==> config.mk <==
export PLATFORM = sky130hd
export DESIGN_NAME = iob_fifo_sync_asym_wide_wr_flat
export DESIGN_NICKNAME = d
export VERILOG_FILES = /design/src/rtl/iob_fifo_sync_asym_wide_wr_if.sv /design/src/rtl/iob_fifo_sync_asym_wide_wr.sv /design/src/flat_wrapper.sv
export SDC_FILE = /design/constraint.sdc
export NUM_CORES = 1
export LEC_CHECK = 0
export ABC_AREA = 0
export CAP_MARGIN = 5
export CELL_PAD_IN_SITES_DETAIL_PLACEMENT = 0
export CELL_PAD_IN_SITES_GLOBAL_PLACEMENT = 1
export CORE_UTILIZATION = 25
export CTS_BUF_LIST = sky130_fd_sc_hd__clkbuf_4
export CTS_CLUSTER_DIAMETER = 120
export DETAILED_ROUTE_END_ITERATION = 7
export GPL_TIMING_DRIVEN = 1
export PLACE_DENSITY_LB_ADDON = 0.1
export SLEW_MARGIN = 15
export SYNTH_ARGS = -nofsm -noshare
export SYNTH_HDL_FRONTEND = slang
export SYNTH_SLANG_ARGS = --single-unit
==> constraint.sdc <==
create_clock -name clk_i -period 3.8 [get_ports clk_i]
set_input_delay 0.38 -clock clk_i [delete_from_list [all_inputs] [get_ports clk_i]]
set_output_delay 0.38 -clock clk_i [all_outputs]
set_load 0.1 [all_outputs]
==> src/rtl/iob_fifo_sync_asym_wide_wr_if.sv <==
// ---------------------------------------------------------------------------
// iob_fifo_sync_asym_wide_wr_if
// User-side bundle of the wide-write / narrow-read synchronous FIFO.
//
// Handshake: w_en_i is a write request and is taken in a cycle only when
// full_o is low in that cycle; r_en_i is a read request and is taken only
// when empty_o is low. A taken read returns its word on r_data_o with
// r_valid_o high exactly one cycle later. Requests made against full_o or
// empty_o are dropped without side effects.
//
// Signals:
//   w_en_i, w_data_i         write request and wide write word
//   full_o                   no room for another wide word
//   r_en_i                   read request
//   r_data_o, r_valid_o      narrow read word and its valid strobe
//   empty_o, level_o         occupancy flags / count in narrow words
//   err_clr_i, overflow_o,   sticky error flags, present only when
//   underflow_o              IOB_FIFO_ASYM_ERR_EN is defined
// Modports: master = producer/consumer side, slave = FIFO side.
// ---------------------------------------------------------------------------
interface iob_fifo_sync_asym_wide_wr_if #(
   parameter int W_DATA_W = 32,
   parameter int R_DATA_W = 8,
   parameter int ADDR_W   = 4
);
   logic                w_en_i;
   logic [W_DATA_W-1:0] w_data_i;
   logic                full_o;
   logic                r_en_i;
   logic [R_DATA_W-1:0] r_data_o;
   logic                r_valid_o;
   logic                empty_o;
   logic [ADDR_W:0]     level_o;
`ifdef IOB_FIFO_ASYM_ERR_EN
   logic                err_clr_i;
   logic                overflow_o;
   logic                underflow_o;

   modport master (
      output w_en_i, w_data_i, r_en_i, err_clr_i,
      input  full_o, r_data_o, r_valid_o, empty_o, level_o, overflow_o, underflow_o
   );
   modport slave (
      input  w_en_i, w_data_i, r_en_i, err_clr_i,
      output full_o, r_data_o, r_valid_o, empty_o, level_o, overflow_o, underflow_o
   );
`else
   modport master (
      output w_en_i, w_data_i, r_en_i,
      input  full_o, r_data_o, r_valid_o, empty_o, level_o
   );
   modport slave (
      input  w_en_i, w_data_i, r_en_i,
      output full_o, r_data_o, r_valid_o, empty_o, level_o
   );
`endif
endinterface

==> src/rtl/iob_fifo_sync_asym_wide_wr.sv <==
// ---------------------------------------------------------------------------
// iob_fifo_sync_asym_wide_wr
// Single-clock FIFO with a wide write port and a narrow read port, backed by
// R external symmetric banks (R_DATA_W x 2^MINADDR_W, registered read).
// A wide word is written to all banks at once at row w_ptr; narrow words are
// read one bank at a time, slice 0 first.
//
// Ports:
//   clk_i, arst_n_i        clock, asynchronous active-low reset
//   fifo_if (slave)        user write/read handshake, flags and level
//   ext_mem_w_en_o         per-bank write enables
//   ext_mem_w_addr_o       per-bank write addresses (all equal)
//   ext_mem_w_data_o       per-bank write data (bank p = slice p)
//   ext_mem_r_en_o         read enable shared by all banks
//   ext_mem_r_addr_o       per-bank read addresses (all equal)
//   ext_mem_r_data_i       per-bank read data, one cycle after r_en
//
// Optional feature: define IOB_FIFO_ASYM_ERR_EN to add sticky overflow_o /
// underflow_o flags and their err_clr_i clear input on the interface.
// ---------------------------------------------------------------------------
module iob_fifo_sync_asym_wide_wr #(
   parameter  int W_DATA_W  = 32,
   parameter  int R_DATA_W  = 8,
   parameter  int ADDR_W    = 4,
   localparam int R         = W_DATA_W / R_DATA_W,
   localparam int R_LOG     = $clog2(R),
   localparam int MINADDR_W = ADDR_W - R_LOG
) (
   input  logic                      clk_i,
   input  logic                      arst_n_i,
   iob_fifo_sync_asym_wide_wr_if.slave fifo_if,
   output logic [R-1:0]              ext_mem_w_en_o,
   output logic [MINADDR_W*R-1:0]    ext_mem_w_addr_o,
   output logic [R_DATA_W*R-1:0]     ext_mem_w_data_o,
   output logic                      ext_mem_r_en_o,
   output logic [MINADDR_W*R-1:0]    ext_mem_r_addr_o,
   input  logic [R_DATA_W*R-1:0]     ext_mem_r_data_i
);
   localparam int              DEPTH    = 2 ** ADDR_W;
   localparam logic [ADDR_W:0] R_INC    = (ADDR_W + 1)'(R);
   localparam logic [ADDR_W:0] FULL_THR = (ADDR_W + 1)'(DEPTH - R);

   logic [MINADDR_W-1:0] w_ptr;
   logic [ADDR_W-1:0]    r_ptr;
   logic [ADDR_W:0]      level;
   logic [ADDR_W:0]      level_nxt;
   logic                 empty_q;
   logic                 full_q;
   logic                 r_valid_q;
   logic [R_DATA_W-1:0]  r_mux;
   logic [R_DATA_W-1:0]  r_hold;
   logic                 w_acc;
   logic                 r_acc;

   // Gating with arst_n_i keeps the bank strobes quiet for the whole reset,
   // not just after the registers have settled.
   assign w_acc = fifo_if.w_en_i & ~full_q & arst_n_i;
   assign r_acc = fifo_if.r_en_i & ~empty_q & arst_n_i;

   // The full threshold leaves at least one free row, so the write row can
   // never coincide with the row still being read.
   assign ext_mem_w_en_o   = {R{w_acc}};
   assign ext_mem_w_addr_o = {R{w_ptr}};
   assign ext_mem_w_data_o = fifo_if.w_data_i;
   assign ext_mem_r_en_o   = r_acc;
   assign ext_mem_r_addr_o = {R{r_ptr[ADDR_W-1:R_LOG]}};

   always_comb begin
      level_nxt = level;
      if (w_acc) level_nxt = level_nxt + R_INC;
      if (r_acc) level_nxt = level_nxt - (ADDR_W + 1)'(1);
   end

   always_ff @(posedge clk_i or negedge arst_n_i) begin
      if (!arst_n_i) begin
         w_ptr     <= '0;
         r_ptr     <= '0;
         level     <= '0;
         empty_q   <= 1'b1;
         full_q    <= 1'b0;
         r_valid_q <= 1'b0;
         r_hold    <= '0;
      end else begin
         if (w_acc) w_ptr <= w_ptr + MINADDR_W'(1);
         if (r_acc) r_ptr <= r_ptr + ADDR_W'(1);
         level     <= level_nxt;
         // Flags come from the next level so they line up with level_o.
         empty_q   <= (level_nxt == '0);
         full_q    <= (level_nxt > FULL_THR);
         r_valid_q <= r_acc;
         if (r_valid_q) r_hold <= r_mux;
      end
   end

   generate
      if (R_LOG > 0) begin : g_banked
         logic [R_LOG-1:0] sel_q;

         always_ff @(posedge clk_i or negedge arst_n_i) begin
            if (!arst_n_i)  sel_q <= '0;
            else if (r_acc) sel_q <= r_ptr[R_LOG-1:0];
         end

         assign r_mux = ext_mem_r_data_i[int'(sel_q)*R_DATA_W +: R_DATA_W];
      end else begin : g_single
         assign r_mux = ext_mem_r_data_i;
      end
   endgenerate

   // Bank outputs may move on later writes, so the last word is held locally.
   assign fifo_if.r_data_o  = r_valid_q ? r_mux : r_hold;
   assign fifo_if.r_valid_o = r_valid_q;
   assign fifo_if.empty_o   = empty_q;
   assign fifo_if.full_o    = full_q;
   assign fifo_if.level_o   = level;

`ifdef IOB_FIFO_ASYM_ERR_EN
   logic overflow_q;
   logic underflow_q;
   logic ov_set;
   logic uf_set;

   assign ov_set = fifo_if.w_en_i & full_q;
   assign uf_set = fifo_if.r_en_i & empty_q;

   // A new error event in the clear cycle takes priority over the clear.
   always_ff @(posedge clk_i or negedge arst_n_i) begin
      if (!arst_n_i) begin
         overflow_q  <= 1'b0;
         underflow_q <= 1'b0;
      end else begin
         if (ov_set)                 overflow_q  <= 1'b1;
         else if (fifo_if.err_clr_i) overflow_q  <= 1'b0;
         if (uf_set)                 underflow_q <= 1'b1;
         else if (fifo_if.err_clr_i) underflow_q <= 1'b0;
      end
   end

   assign fifo_if.overflow_o  = overflow_q;
   assign fifo_if.underflow_o = underflow_q;
`endif
endmodule

==> src/flat_wrapper.sv <==
// flat-port wrapper written by rule: the top's interface ports become plain ports
module iob_fifo_sync_asym_wide_wr_flat 
#(
   parameter  int W_DATA_W  = 32,
   parameter  int R_DATA_W  = 8,
   parameter  int ADDR_W    = 4,
   localparam int R         = W_DATA_W / R_DATA_W,
   localparam int R_LOG     = $clog2(R),
   localparam int MINADDR_W = ADDR_W - R_LOG
)
  (clk_i, arst_n_i, ext_mem_w_en_o, ext_mem_w_addr_o, ext_mem_w_data_o, ext_mem_r_en_o, ext_mem_r_addr_o, ext_mem_r_data_i, fifo_if_w_en_i, fifo_if_w_data_i, fifo_if_r_en_i, fifo_if_full_o, fifo_if_r_data_o, fifo_if_r_valid_o, fifo_if_empty_o, fifo_if_level_o);
  iob_fifo_sync_asym_wide_wr_if #(.W_DATA_W(W_DATA_W), .R_DATA_W(R_DATA_W), .ADDR_W(ADDR_W)) fifo_if_i ();
  input  logic clk_i;
  input  logic arst_n_i;
  output logic [R-1:0] ext_mem_w_en_o;
  output logic [MINADDR_W*R-1:0] ext_mem_w_addr_o;
  output logic [R_DATA_W*R-1:0] ext_mem_w_data_o;
  output logic ext_mem_r_en_o;
  output logic [MINADDR_W*R-1:0] ext_mem_r_addr_o;
  input  logic [R_DATA_W*R-1:0] ext_mem_r_data_i;
  input wire logic [$bits(fifo_if_i.w_en_i)-1:0] fifo_if_w_en_i;
  input wire logic [$bits(fifo_if_i.w_data_i)-1:0] fifo_if_w_data_i;
  input wire logic [$bits(fifo_if_i.r_en_i)-1:0] fifo_if_r_en_i;
  output wire logic [$bits(fifo_if_i.full_o)-1:0] fifo_if_full_o;
  output wire logic [$bits(fifo_if_i.r_data_o)-1:0] fifo_if_r_data_o;
  output wire logic [$bits(fifo_if_i.r_valid_o)-1:0] fifo_if_r_valid_o;
  output wire logic [$bits(fifo_if_i.empty_o)-1:0] fifo_if_empty_o;
  output wire logic [$bits(fifo_if_i.level_o)-1:0] fifo_if_level_o;
  assign fifo_if_i.w_en_i = fifo_if_w_en_i;
  assign fifo_if_i.w_data_i = fifo_if_w_data_i;
  assign fifo_if_i.r_en_i = fifo_if_r_en_i;
  assign fifo_if_full_o = fifo_if_i.full_o;
  assign fifo_if_r_data_o = fifo_if_i.r_data_o;
  assign fifo_if_r_valid_o = fifo_if_i.r_valid_o;
  assign fifo_if_empty_o = fifo_if_i.empty_o;
  assign fifo_if_level_o = fifo_if_i.level_o;
  iob_fifo_sync_asym_wide_wr #(.W_DATA_W(W_DATA_W), .R_DATA_W(R_DATA_W), .ADDR_W(ADDR_W)) u_core (.clk_i(clk_i), .arst_n_i(arst_n_i), .fifo_if(fifo_if_i), .ext_mem_w_en_o(ext_mem_w_en_o), .ext_mem_w_addr_o(ext_mem_w_addr_o), .ext_mem_w_data_o(ext_mem_w_data_o), .ext_mem_r_en_o(ext_mem_r_en_o), .ext_mem_r_addr_o(ext_mem_r_addr_o), .ext_mem_r_data_i(ext_mem_r_data_i));
endmodule
==> flow_summary.ini <==
[setup_path]
rrSetupSlack_ns = 1.81
required_ns = 3.42
max_stage_delay_ns = 1.22
cp_slowest_cell = clkdlybuf4s50_1
cp-start-kind = register
reg2reg_from = u_core.fifo_if.empty_o
cp_num_buf_inv = 1
cp_max_fo = 9
worstPathArrival_ns = 2.15
crit_type = reg2out
crit_path_cell_trace = clkdlybuf4s50_1
r2r-end = u_core.fifo_if.empty_o
endpoint_kind = output port
reg2reg_depth = 6
critPathTopFamily = buffers and inverters

[drt]
avgRoutedWirePerCell_um = 14.55
drtPass1Iterations = 6
dr_total_vias = 1134
totalWireLength_mm = 3.768
viasPerCell = 4.378
drt_iter0_drc = 35
ant_nets = 0
post-route-drc-count = 14

[synthesis]
yosysUniqueCellTypes = 31
synth_edf_count = 0
async_reset_ff_share_pct = 100.0
mappedNetlistNets = 230
synth-main-ff-cell = dfrtp_1
syn_area_per_cell_um2 = 10.54
ys_seq_area_share_pct = 35.92
netlist_area_um2 = 1675
ys_ff_latch = 24
synthCells = 159
yosysWarningCount = 0

[floorplan]
ios = 137
fp.dieH_um = 83.86
fp.dieW_um = 83.86
initial_utilization_pct = 26.09
dieArea_um2 = 7033
rows = 29
core_area_um2 = 6422

[status]
status = complete, but fails checks
violations = design-rule violations

[clock_network]
htree_num_levels = 1
clk_latency_ns = 0.32
cts_sinks = 24
postCtsSetupBuffers = 0
cts_buffer_depth = 2
cts.hold.buffers_added = 0
clkTransAtPathRegs_ns = 0.13
cts_tree = built
cts_resized = 0
cts_root_buf = clkbuf_4
cts_made_buffers = 3

[job]
cap_violations = 0

[cells_and_area]
nets = 254
area.growth.synth_to_final_pct = 29.50
antenna_cells = 0
drive_gt1_share_pct = 21.43
fillers = 646

[timing]
fin_crit_ns = 2.527
timing.final.crit_share_pct = 66.50
grt_setup_unrepaired = false
hold_viol = 0
tightest_slew_ns = 0.9968
setup_violations = 0
finalSetupTns_ns = 0
slew_headroom_pct = 33.34
clock_skew_ns = 0.007603
slew_violations = 0
max_freq_mhz = 395.7

[placed_design]
portBuffers = 72
routabilityCongestion = 0.8122
hpwl_mm = 3.063

[global_routing]
grt_use_total_pct = 11.01
gr-total-overflow = 0
grt_max_degree = 17
antenna_found_initial = 0
grt_pass1_wl_mm = 6.106
grt_pass1_vias = 1181

[min_path]
hold_path.class = in2async
-- Yosys cell counts (2+ instances only) --
master	n	area, um2
xnor2_1	7	61.31
mux4_2	8	180.2
dfrtp_1	23	575.6
nand3b_1	2	15.01
xor2_1	4	35.03
nand3_1	3	15.01
buf_2	3	15.01
nand2_1	20	75.07
nor2_1	3	11.26
a21oi_1	2	10.01
o21ai_0	4	20.02
mux2_2	8	90.09
ha_1	3	37.54
inv_1	3	11.26
buf_4	50	375.4
-- area by class of cell --
class                   count  area, um2  area share, %
inverters                   3      11.26         0.5190
repair buffers             74      765.7          35.29
well taps                  77      96.34          4.441
clock buffers               4      30.03          1.384
flip-flops and latches     24      601.8          27.74
multi-input cells          77      664.4          30.62
-- placed cells by master (no fill, tap or decap), drive strengths merged --
| master | Yosys | routed |
|---|---|---|
| a2bb2oi | 1 | 1 |
| nor2b | 1 | 1 |
| clkdlybuf4s50 | 0 | 59 |
| nand3 | 3 | 3 |
| a31oi | 1 | 1 |
| o21ai | 4 | 4 |
| and2 | 1 | 1 |
| mux2 | 9 | 9 |
| or3 | 1 | 1 |
| clkbuf | 1 | 4 |
| mux2i | 1 | 1 |
| nor2 | 3 | 3 |
| dfrtp | 23 | 23 |
| inv | 3 | 3 |
| buf | 54 | 15 |
| nand3b | 3 | 3 |
| nand2 | 20 | 20 |
| mux4 | 8 | 8 |
| xnor2 | 7 | 7 |
| a21oi | 2 | 2 |
| and3b | 1 | 1 |
| a211oi | 1 | 1 |
| ha | 3 | 3 |
| a32oi | 1 | 1 |
| xor2 | 4 | 4 |
| dfstp | 1 | 1 |
| nand4 | 1 | 1 |
| a21o | 1 | 1 |
-- state kept, by name (all words and copies together), names as in the netlist --
| register | cells |
|---|---|
| u_core.fifo_if.full_o | 1 |
| u_core.w_ptr | 2 |
| u_core.fifo_if.empty_o | 1 |
| u_core.r_hold | 8 |
| u_core.g_banked.sel_q | 2 |
| u_core.fifo_if.r_valid_o | 1 |
| u_core.fifo_if.level_o | 5 |
| u_core.r_ptr | 4 |
-- kinds of logic after synthesis --
group | Yosys count | synth area share [%]
AOI/OAI and AO/OA | 11 | 4.407
adders and majority gates | 3 | 2.241
and+or+nand+nor | 34 | 9.634
buffers and inverters | 58 | 24.42
xor gates and xnor gates | 11 | 5.750
muxes | 18 | 17.62
DFF | 24 | 35.92
-- worst max path at each step --
stage,from,to,depth (start not counted)
2_1_floorplan,u_core.fifo_if.level_o[2],u_core.fifo_if.empty_o,5
3_3_place_gp,arst_n_i,u_core.fifo_if.empty_o,7
3_5_place_dp,arst_n_i,u_core.fifo_if.empty_o,7
4_1_cts,u_core.fifo_if.r_valid_o,fifo_if_r_valid_o,1
5_1_grt,arst_n_i,ext_mem_r_en_o,4
6_report,u_core.fifo_if.r_valid_o,fifo_if_r_valid_o,1
-- per-layer routing --
| layer | part of all wire (%) | global-route usage, % | vias up |
|---|---|---|---|
| li1 | - | - | 535 |
| met1 | 39 | 12.56 | 551 |
| met2 | 53 | 19.90 | 42 |
| met3 | 7.0 | 3.165 | 6 |
| met4 | 1.3 | 3.135 | 0 |
| met5 | 0 | 0 | - |
-- metrics by stage --
step	utilization [%]	cell area, um2	std cells	setup WS, ns	hold WS (ns)
after global placement	33.31	2140	255	1.015	0.4834
after detailed placement	33.31	2140	255	0.9516	0.4878
after CTS	33.78	2170	259	1.222	0.4081
after global routing	33.78	2170	259	1.065	0.4241
after floorplan	-	1675	159	1.376	0.08441
final	33.78	2170	259	1.273	0.3943
Power is not shown: default switching activity piles up to over one toggle a cycle in this logic, so the estimate is an artifact.
